$ cat src/rtl/coasia_pkg.sv
// Shared types for the coasia_if approval protocol.
//  approval_e        : verdict carried on the approval wire (2'd3 is never a verdict)
//  lang_cer_e        : language certificate class of an applicant
//  applicant_state_e : state encoding of the coasia_applicant FSM
package coasia_pkg;

    typedef enum logic [1:0] {
        UNKNOWN = 2'd0,
        ACCEPT  = 2'd1,
        REJECT  = 2'd2
    } approval_e;

    typedef enum logic [1:0] {
        NONE  = 2'd0,
        KIIP  = 2'd1,
        TOPIK = 2'd2,
        OTHER = 2'd3
    } lang_cer_e;

    typedef enum logic [2:0] {
        IDLE  = 3'd0,
        APPLY = 3'd1,
        WAIT  = 3'd2,
        RESP  = 3'd3,
        GAP   = 3'd4
    } applicant_state_e;

    // Only ACCEPT and REJECT end a WAIT; UNKNOWN and the unused code 3 do not.
    function automatic logic is_verdict(input logic [1:0] a);
        return (a == ACCEPT) || (a == REJECT);
    endfunction

endpackage

$ cat src/rtl/coasia_applicant_timer.sv
// WAIT-phase timeout timer for coasia_applicant.
//  clk     : clock
//  rst_n   : asynchronous active-low reset
//  clear   : synchronous clear to zero (wins over enable)
//  enable  : count one WAIT cycle without a verdict
//  expire  : counter has reached TIMEOUT_CYC-1
module coasia_applicant_timer #(
    parameter int TIMEOUT_CYC = 16
) (
    input  logic clk,
    input  logic rst_n,
    input  logic clear,
    input  logic enable,
    output logic expire
);

    localparam logic [7:0] LIMIT = 8'(TIMEOUT_CYC - 1);

    logic [7:0] count_reg;

    always_ff @(posedge clk or negedge rst_n) begin
        if (!rst_n) begin
            count_reg <= 8'd0;
        end else if (clear) begin
            count_reg <= 8'd0;
        end else if (enable) begin
            count_reg <= count_reg + 8'd1;
        end
    end

    assign expire = (count_reg == LIMIT);

endmodule

$ cat src/rtl/coasia_applicant.sv
// Initiator end of the coasia_if approval protocol.
// Takes one application on the req_* valid/ready port, presents it to the
// approval responder on kore_sub/lang_cer, and returns the verdict (or a
// timeout) on the rsp_* valid/ready port. One application outstanding.
//  clk, rst_n            : clock, asynchronous active-low reset
//  req_valid/req_ready   : request handshake (ready only in IDLE)
//  req_lang_cer          : lang_cer_e of the applicant
//  rsp_valid/rsp_ready   : response handshake
//  rsp_approval          : approval_e verdict (UNKNOWN on timeout)
//  rsp_timeout           : no verdict within TIMEOUT_CYC WAIT cycles
//  kore_sub, lang_cer    : to responder
//  approval              : from responder
//  busy                  : FSM not in IDLE
//  accept_cnt/reject_cnt/timeout_cnt : saturating statistics, present only
//                          when COASIA_APPLICANT_STATS_EN is defined
module coasia_applicant
    import coasia_pkg::*;
#(
    parameter int TIMEOUT_CYC = 16
`ifdef COASIA_APPLICANT_STATS_EN
    ,
    parameter int CNT_W = 16
`endif
) (
    input  logic       clk,
    input  logic       rst_n,
    input  logic       req_valid,
    output logic       req_ready,
    input  logic [1:0] req_lang_cer,
    output logic       rsp_valid,
    input  logic       rsp_ready,
    output logic [1:0] rsp_approval,
    output logic       rsp_timeout,
    output logic       kore_sub,
    output logic [1:0] lang_cer,
    input  logic [1:0] approval,
    output logic       busy
`ifdef COASIA_APPLICANT_STATS_EN
    ,
    output logic [CNT_W-1:0] accept_cnt,
    output logic [CNT_W-1:0] reject_cnt,
    output logic [CNT_W-1:0] timeout_cnt
`endif
);

    applicant_state_e state_reg, state_next;

    logic       req_ready_reg, req_ready_next;
    logic       busy_reg, busy_next;
    logic       kore_sub_reg, kore_sub_next;
    logic [1:0] lang_cer_reg, lang_cer_next;
    logic       rsp_valid_reg, rsp_valid_next;
    logic [1:0] rsp_approval_reg, rsp_approval_next;
    logic       rsp_timeout_reg, rsp_timeout_next;

    logic timer_clear;
    logic timer_enable;
    logic timer_expire;

    coasia_applicant_timer #(
        .TIMEOUT_CYC(TIMEOUT_CYC)
    ) u_timer (
        .clk    (clk),
        .rst_n  (rst_n),
        .clear  (timer_clear),
        .enable (timer_enable),
        .expire (timer_expire)
    );

    always_comb begin
        state_next        = state_reg;
        kore_sub_next     = kore_sub_reg;
        lang_cer_next     = lang_cer_reg;
        rsp_valid_next    = rsp_valid_reg;
        rsp_approval_next = rsp_approval_reg;
        rsp_timeout_next  = rsp_timeout_reg;
        timer_clear       = 1'b0;
        timer_enable      = 1'b0;

        case (state_reg)
            IDLE: begin
                if (req_valid && req_ready_reg) begin
                    lang_cer_next = req_lang_cer;
                    kore_sub_next = 1'b1;
                    state_next    = APPLY;
                end
            end
            APPLY: begin
                kore_sub_next = 1'b1;
                timer_clear   = 1'b1;
                state_next    = WAIT;
            end
            WAIT: begin
                // A verdict arriving on the expiry cycle still counts as a verdict.
                if (is_verdict(approval)) begin
                    rsp_approval_next = approval;
                    rsp_timeout_next  = 1'b0;
                    rsp_valid_next    = 1'b1;
                    kore_sub_next     = 1'b0;
                    state_next        = RESP;
                end else if (timer_expire) begin
                    rsp_approval_next = UNKNOWN;
                    rsp_timeout_next  = 1'b1;
                    rsp_valid_next    = 1'b1;
                    kore_sub_next     = 1'b0;
                    state_next        = RESP;
                end else begin
                    timer_enable = 1'b1;
                end
            end
            RESP: begin
                if (rsp_valid_reg && rsp_ready) begin
                    rsp_valid_next = 1'b0;
                    lang_cer_next  = NONE;
                    state_next     = GAP;
                end
            end
            GAP: begin
                // Hold off the next application until the responder has
                // dropped its previous verdict, so WAIT never sees it.
                kore_sub_next = 1'b0;
                lang_cer_next = NONE;
                if (approval == UNKNOWN) begin
                    state_next = IDLE;
                end
            end
            default: begin
                state_next = IDLE;
            end
        endcase

        // Handshake/status flags are registered from the next state so they
        // line up with the state they describe.
        req_ready_next = (state_next == IDLE);
        busy_next      = (state_next != IDLE);
    end

    always_ff @(posedge clk or negedge rst_n) begin
        if (!rst_n) begin
            state_reg        <= IDLE;
            req_ready_reg    <= 1'b0;
            busy_reg         <= 1'b0;
            kore_sub_reg     <= 1'b0;
            lang_cer_reg     <= NONE;
            rsp_valid_reg    <= 1'b0;
            rsp_approval_reg <= UNKNOWN;
            rsp_timeout_reg  <= 1'b0;
        end else begin
            state_reg        <= state_next;
            req_ready_reg    <= req_ready_next;
            busy_reg         <= busy_next;
            kore_sub_reg     <= kore_sub_next;
            lang_cer_reg     <= lang_cer_next;
            rsp_valid_reg    <= rsp_valid_next;
            rsp_approval_reg <= rsp_approval_next;
            rsp_timeout_reg  <= rsp_timeout_next;
        end
    end

    assign req_ready    = req_ready_reg;
    assign busy         = busy_reg;
    assign kore_sub     = kore_sub_reg;
    assign lang_cer     = lang_cer_reg;
    assign rsp_valid    = rsp_valid_reg;
    assign rsp_approval = rsp_approval_reg;
    assign rsp_timeout  = rsp_timeout_reg;

`ifdef COASIA_APPLICANT_STATS_EN
    logic [CNT_W-1:0] accept_cnt_reg, reject_cnt_reg, timeout_cnt_reg;
    logic             rsp_fire;

    assign rsp_fire = (state_reg == RESP) && rsp_valid_reg && rsp_ready;

    always_ff @(posedge clk or negedge rst_n) begin
        if (!rst_n) begin
            accept_cnt_reg  <= '0;
            reject_cnt_reg  <= '0;
            timeout_cnt_reg <= '0;
        end else if (rsp_fire) begin
            if (rsp_timeout_reg) begin
                if (timeout_cnt_reg != '1) timeout_cnt_reg <= timeout_cnt_reg + 1'b1;
            end else if (rsp_approval_reg == ACCEPT) begin
                if (accept_cnt_reg != '1) accept_cnt_reg <= accept_cnt_reg + 1'b1;
            end else if (rsp_approval_reg == REJECT) begin
                if (reject_cnt_reg != '1) reject_cnt_reg <= reject_cnt_reg + 1'b1;
            end
        end
    end

    assign accept_cnt  = accept_cnt_reg;
    assign reject_cnt  = reject_cnt_reg;
    assign timeout_cnt = timeout_cnt_reg;
`endif

endmodule

$ cat config.mk
export PLATFORM = sky130hd
export DESIGN_NAME = coasia_applicant
export DESIGN_NICKNAME = d
export VERILOG_FILES = /design/src/rtl/coasia_pkg.sv /design/src/rtl/coasia_applicant_timer.sv /design/src/rtl/coasia_applicant.sv
export SDC_FILE = /design/constraint.sdc
export NUM_CORES = 1
export LEC_CHECK = 0
export CAP_MARGIN = 20
export CELL_PAD_IN_SITES_DETAIL_PLACEMENT = 2
export CELL_PAD_IN_SITES_GLOBAL_PLACEMENT = 2
export CORE_ASPECT_RATIO = 0.7
export CORE_UTILIZATION = 35
export CTS_CLUSTER_SIZE = 40
export DETAILED_ROUTE_END_ITERATION = 8
export HOLD_SLACK_MARGIN = 0.02
export MAX_ROUTING_LAYER = met4
export PLACE_DENSITY_LB_ADDON = 0.1
export SYNTH_ARGS = -nofsm -noshare
export SYNTH_HDL_FRONTEND = slang
export SYNTH_SLANG_ARGS = --single-unit
$ cat constraint.sdc
create_clock -name clk -period 4.15 [get_ports clk]
set_input_delay 0.83 -clock clk [delete_from_list [all_inputs] [get_ports clk]]
set_output_delay 0.83 -clock clk [all_outputs]
set_load 0.02 [all_outputs]
# --- After elaboration in Yosys (flattened, before gate mapping) ---
# Index checks and enable logic that the tools add are counted.
classes:
  n_addsub: 1
  eq_ne: 10
  mux: 26
  n_reduce_logical: 16
op_table:
  columns: ["cell", "count"]
  rows:
  - ["8-bit 2-to-1 mux", 2]
  - ["3-bit 2-to-1 mux", 5]
  - ["3-bit case mux with 5 select lines", 1]
  - ["1-bit 2-to-1 mux", 11]
  - ["3-bit AND reduction", 3]
  - ["8-bit by 1-bit adder with 8-bit output (second input constant)", 1]
  - ["8-bit by 4-bit == test with 1-bit output (second input constant)", 1]
  - ["2-bit 2-to-1 mux", 4]
  - ["3-bit by 2-bit == test with 1-bit output (second input constant)", 2]
  - ["3-bit logical NOT", 2]
  - ["2-bit case mux with 3 select lines", 1]
  - ["2-bit nonzero test", 3]
  - ["3-bit nonzero test", 2]
  - ["2-bit inequality test (second input constant)", 2]
  - ["1-bit case mux with 4 select lines", 1]
  - ["4-bit nonzero test", 1]
  - ["3-bit by 1-bit == test with 1-bit output (second input constant)", 1]
  - ["3-bit == test (second input constant)", 1]
  - ["3-bit inequality test (second input constant)", 1]
  - ["2-bit by 1-bit == test with 1-bit output (second input constant)", 1]
  - ["2-bit == test (second input constant)", 1]
  - ["1-bit logical AND", 2]
  - ["2-bit logical NOT", 1]
  - ["1-bit case mux with 2 select lines", 1]
  - ["2 further kinds", 2]
word_totals:
  ff_bits: 20
  inputBits: 8
  output_inout_bits: 9

# --- Longest topological paths before layout ---
logic_depth:
  ltp_word: 6
  ltp_mapped: 7
  depth_no_buf: 6

# --- By module ---
# From an unflattened synthesis, not the netlist that was laid out.
unflattened:
  cells_unflattened: 101
  hier_area_um2: 1069.8
modules_own_cells:
  columns: ["module", "instances", "cells_each", "area_per_inst_um2"]
  rows:
  - ["coasia_applicant", 1, 62, 675.6]
  - ["coasia_applicant_timer", 1, 39, 394.1]

# --- Worst setup path before layout ---
# Ideal clock, no wire load.
synth_timing:
  path_type: "input to register"
  from: "input approval[0]"
  to: "register u_timer.count_reg[7]"
  setup_ns: 0.143
  arrival_ns: 2.246
  required_ns: 4.007
  slack_ns: 1.761
  path_stages: 7
  path_buffers: 1
  cell_sequence: "inv_1 > ha_1 > or4b_4 > buf_6 > nor4_4 > xnor2_1 > nor2_2"
synth_between:
  elab_chain_cells: 5
  elab_cells_between_ends: 6
  classes_between: "eq/ne (2); mux (2); reduce/logical (2)"
synth_rtl:
  columns: ["item", "line", "text"]
  rows:
  - ["from (decl)", "coasia_applicant.sv:36", "input logic [1:0] approval,"]
  - ["2-bit by 1-bit == test with 1-bit output / 2-bit == test (equally long branches)", "coasia_pkg.sv:30", "return (a == ACCEPT) || (a == REJECT);"]
  - ["1-bit logical OR (*)", "coasia_pkg.sv:30", null]
  - ["1-bit 2-to-1 mux (*)", "coasia_applicant.sv:95", "if (is_verdict(approval)) begin"]
  - ["1-bit 2-to-1 mux (*)", "coasia_applicant.sv:80", "case (state_reg)"]
  - ["2-bit nonzero test (no source line) (*)", null, null]
  - ["to (signal assigned)", "coasia_applicant_timer.sv:27", "count_reg <= count_reg + 8'd1;"]
  - ["to (decl)", "coasia_applicant_timer.sv:19", "logic [7:0] count_reg;"]
# Every way passes the cells marked *; elsewhere a longest branch is shown, timed or not.
# A chain may end at the register's enable or synchronous reset.

# --- Worst setup path after layout ---
# Ends and elaborated chain as after synthesis.

==> results.sh <==
export IMPL_crit_slowest_cell="or4b_4"
export IMPL_grt_setup_unrepaired="no"
export IMPL_largest_reg_flops=8
export IMPL_switchingPower_uw=333
export IMPL_die_h_um=48.0
export IMPL_power_uw=810
export IMPL_grt_usage_pct=20.9
export IMPL_final_hold_viol_count=0
export IMPL_diodes=0
export IMPL_path_delay_family="simple AND/OR/NAND/NOR gates"
export IMPL_final_util_pct=45.0
export IMPL_synthesis_nets=119
export IMPL_num_fill_cells=315
export IMPL_core_mm2=0.00284
export IMPL_critPathBufInv=2
export IMPL_worstPathArrival_ps=2800
export IMPL_syn_area_mm2=0.00106
export IMPL_dieWidth_um=67.8
export IMPL_cts_resized_gates=0
export IMPL_crit_chain="clkdlybuf4s50_1 > inv_1 > ha_1 > or4b_4 > nor4_4 > xnor2_1 > nor2_2"
export IMPL_htreeDepth=1
export IMPL_wirelength_met1_um=1410
export IMPL_ys_types=33
export IMPL_met3RoutedLength_um=92
export IMPL_grt_max_degree=21
export IMPL_routedWlPerCell_um=18.2
export IMPL_multi_input_comb_area_um2=498
export IMPL_tightest_slew_ps=984
export IMPL_worst_hold_slack_ps=513
export IMPL_slew_headroom_pct=33.9
export IMPL_wl_met2_um=1330
export IMPL_grt_overflow_total=0
export IMPL_postCtsSetupRepairBufs=0
export IMPL_drc=0
export IMPL_cts_buffers=3
export IMPL_antenna_found_initial=0
export IMPL_cp_max_fo=6
export IMPL_layout_nets=135
export IMPL_comb_power_share_pct=42.4
export IMPL_layout_commonest_cell="dfrtp_1"
export IMPL_ys_ff_latch=20
export IMPL_max_clock_freq_mhz=373
export IMPL_fin_skew_ps=1.97
export IMPL_maxSlewViolCount=0
export IMPL_fin_tns_setup_ps=0
export IMPL_synth_edf_count=0
export IMPL_min_period_ps=2680
export IMPL_hold_class="register to register"
export IMPL_path_class="primary input to register"
export IMPL_yosysWarnings=0
export IMPL_cts_hold_buf=0
export IMPL_p_sw_share_pct=41.1
export IMPL_dp_cells=154
export IMPL_drv_cap=0
export IMPL_setup_violations_final=0
export IMPL_clkTransAtPathRegs_ps=70
export IMPL_rows=16
export IMPL_gp_congestion=0.707
export IMPL_seqCellArea_um2=500
export IMPL_max_stage_delay_ps=560
export IMPL_first_global_vias=842
export IMPL_critPathRequiredTime_ps=4270
export IMPL_leakagePower_uw=0.000581
export IMPL_route_vias_total=830
export IMPL_min_path_cells=1
export IMPL_syn2layout_area_growth_pct=20.7
export IMPL_clock_root_buffer="clkbuf_8"
export IMPL_die_area_mm2=0.00326
export IMPL_status="completed"
export IMPL_synthCells=107
export IMPL_final_cell_mix="dfrtp_1 (20), clkdlybuf4s50_1 (16), nor2_1 (11)"
export IMPL_seqPwrFrac_pct=41.8
export IMPL_clk_latency_ps=260
export IMPL_cts_sinks=20
export IMPL_yosysSeqAreaShare_pct=47.2
export IMPL_post_route_period_util_pct=64.6
export IMPL_cts_tree="done"
export IMPL_viasPerCell=5.29
export IMPL_routed_wl_um=2850
export IMPL_internal_power_uw=478
export IMPL_ys_dominant_reg_cell="dfrtp_1"
export IMPL_grt_pass1_wl_um=4490
export IMPL_dr_first_iter_drc_count=36
export IMPL_ir_drop_mv=0.234
export IMPL_clockPowerShare_pct=15.8
export IMPL_ios=17
export IMPL_start_kind="primary input"
export IMPL_syn_avg_cell_area_um2=9.90
export IMPL_place_hpwl_um=2190
export IMPL_async_reset_ff_share_pct=100
export IMPL_worstSetupPathDepth=7
export IMPL_io_buffers=16
export IMPL_r2r_cells=4
export IMPL_powerDensity_mw_per_mm2=634
export IMPL_fin_cells=157
export IMPL_ant_nets=0
export IMPL_final_layout_size_suffix_gt1_share_pct=8.26
export IMPL_maxUsedRoutingLayer="met4"
export IMPL_clockBufferDepth=2
export IMPL_initial_core_util_pct=37.3
export IMPL_drtPass1Iterations=2
export IMPL_worstSetupEndpointType="register"
==> synth_stat cells (all sizes together) (3+ instances only) <==
cell type / count / area, µm²
nand3: 3 / 15.0
nand2: 9 / 33.8
a31oi: 3 / 18.8
dfrtp: 20 / 500
inv: 9 / 33.8
mux2i: 3 / 30.0
a21oi: 9 / 48.8
ha: 4 / 50.1
xnor2: 4 / 35.0
nor2: 12 / 47.6
clkbuf: 3 / 11.3
nor3: 6 / 30.0
==> power groups by stage <==
stage,Clock (µW),Combinational (µW),Sequential [µW]
after CTS,133,349,340
after detailed placement,0,343,344
after global placement,0,329,336
after global routing,140,380,351
final,128,344,339
after floorplan,0,211,337
==> cell families (layout without fill, tap and decap cells) <==
family                     after synthesis  after routing  synth area share (%)
adders and majority gates                4              4                  4.72
buffers and inverters                   14             28                  5.78
muxes                                    5              5                  4.96
AOI/OAI and AO/OA                       19             19                  11.2
and+or+nand+nor                         40             40                  22.0
xor gates and xnor gates                 5              5                  4.13
DFF                                     20             20                  47.2
==> path summary, 6_finish.rpt <==
| kind | start | slack, ps | to |
|---|---|---|---|
| max | approval[0] | 1470 | u_timer.count_reg[7] |
| min | rsp_approval[1] | 510 | rsp_approval[1] |
| max reg2reg | u_timer.count_reg[4] | 2200 | rsp_approval[0] |
| min reg2reg | rsp_approval[1] | 510 | rsp_approval[1] |
| max in group asynchronous | rst_n | 2500 | kore_sub |
| min in group asynchronous | rst_n | 1090 | req_ready |
==> per-layer routing <==
layer	global-route usage [%]	vias up
li1	-	397
met1	26.9	418
met2	32.9	13
met3	5.71	2
met4	5.00	0
met5	-	-
==> cell type report <==
| cell class | count | area share [%] |
|---|---|---|
| inverter | 9 | 2.64 |
| multi-input combinational | 73 | 38.9 |
| tap | 36 | 3.52 |
| timing repair buffer | 16 | 12.5 |
| clock buffer | 3 | 3.23 |
| sequential | 20 | 39.1 |
==> per-stage QoR <==
step / setup slack, ps / cell area (µm²)
floorplan: 1760 / 1060
global placement: 1250 / 1240
detailed placement: 1170 / 1240
CTS: 1450 / 1280
global route: 1320 / 1280
finish: 1470 / 1280
No activity file was read; power rests on OpenSTA's default activity.
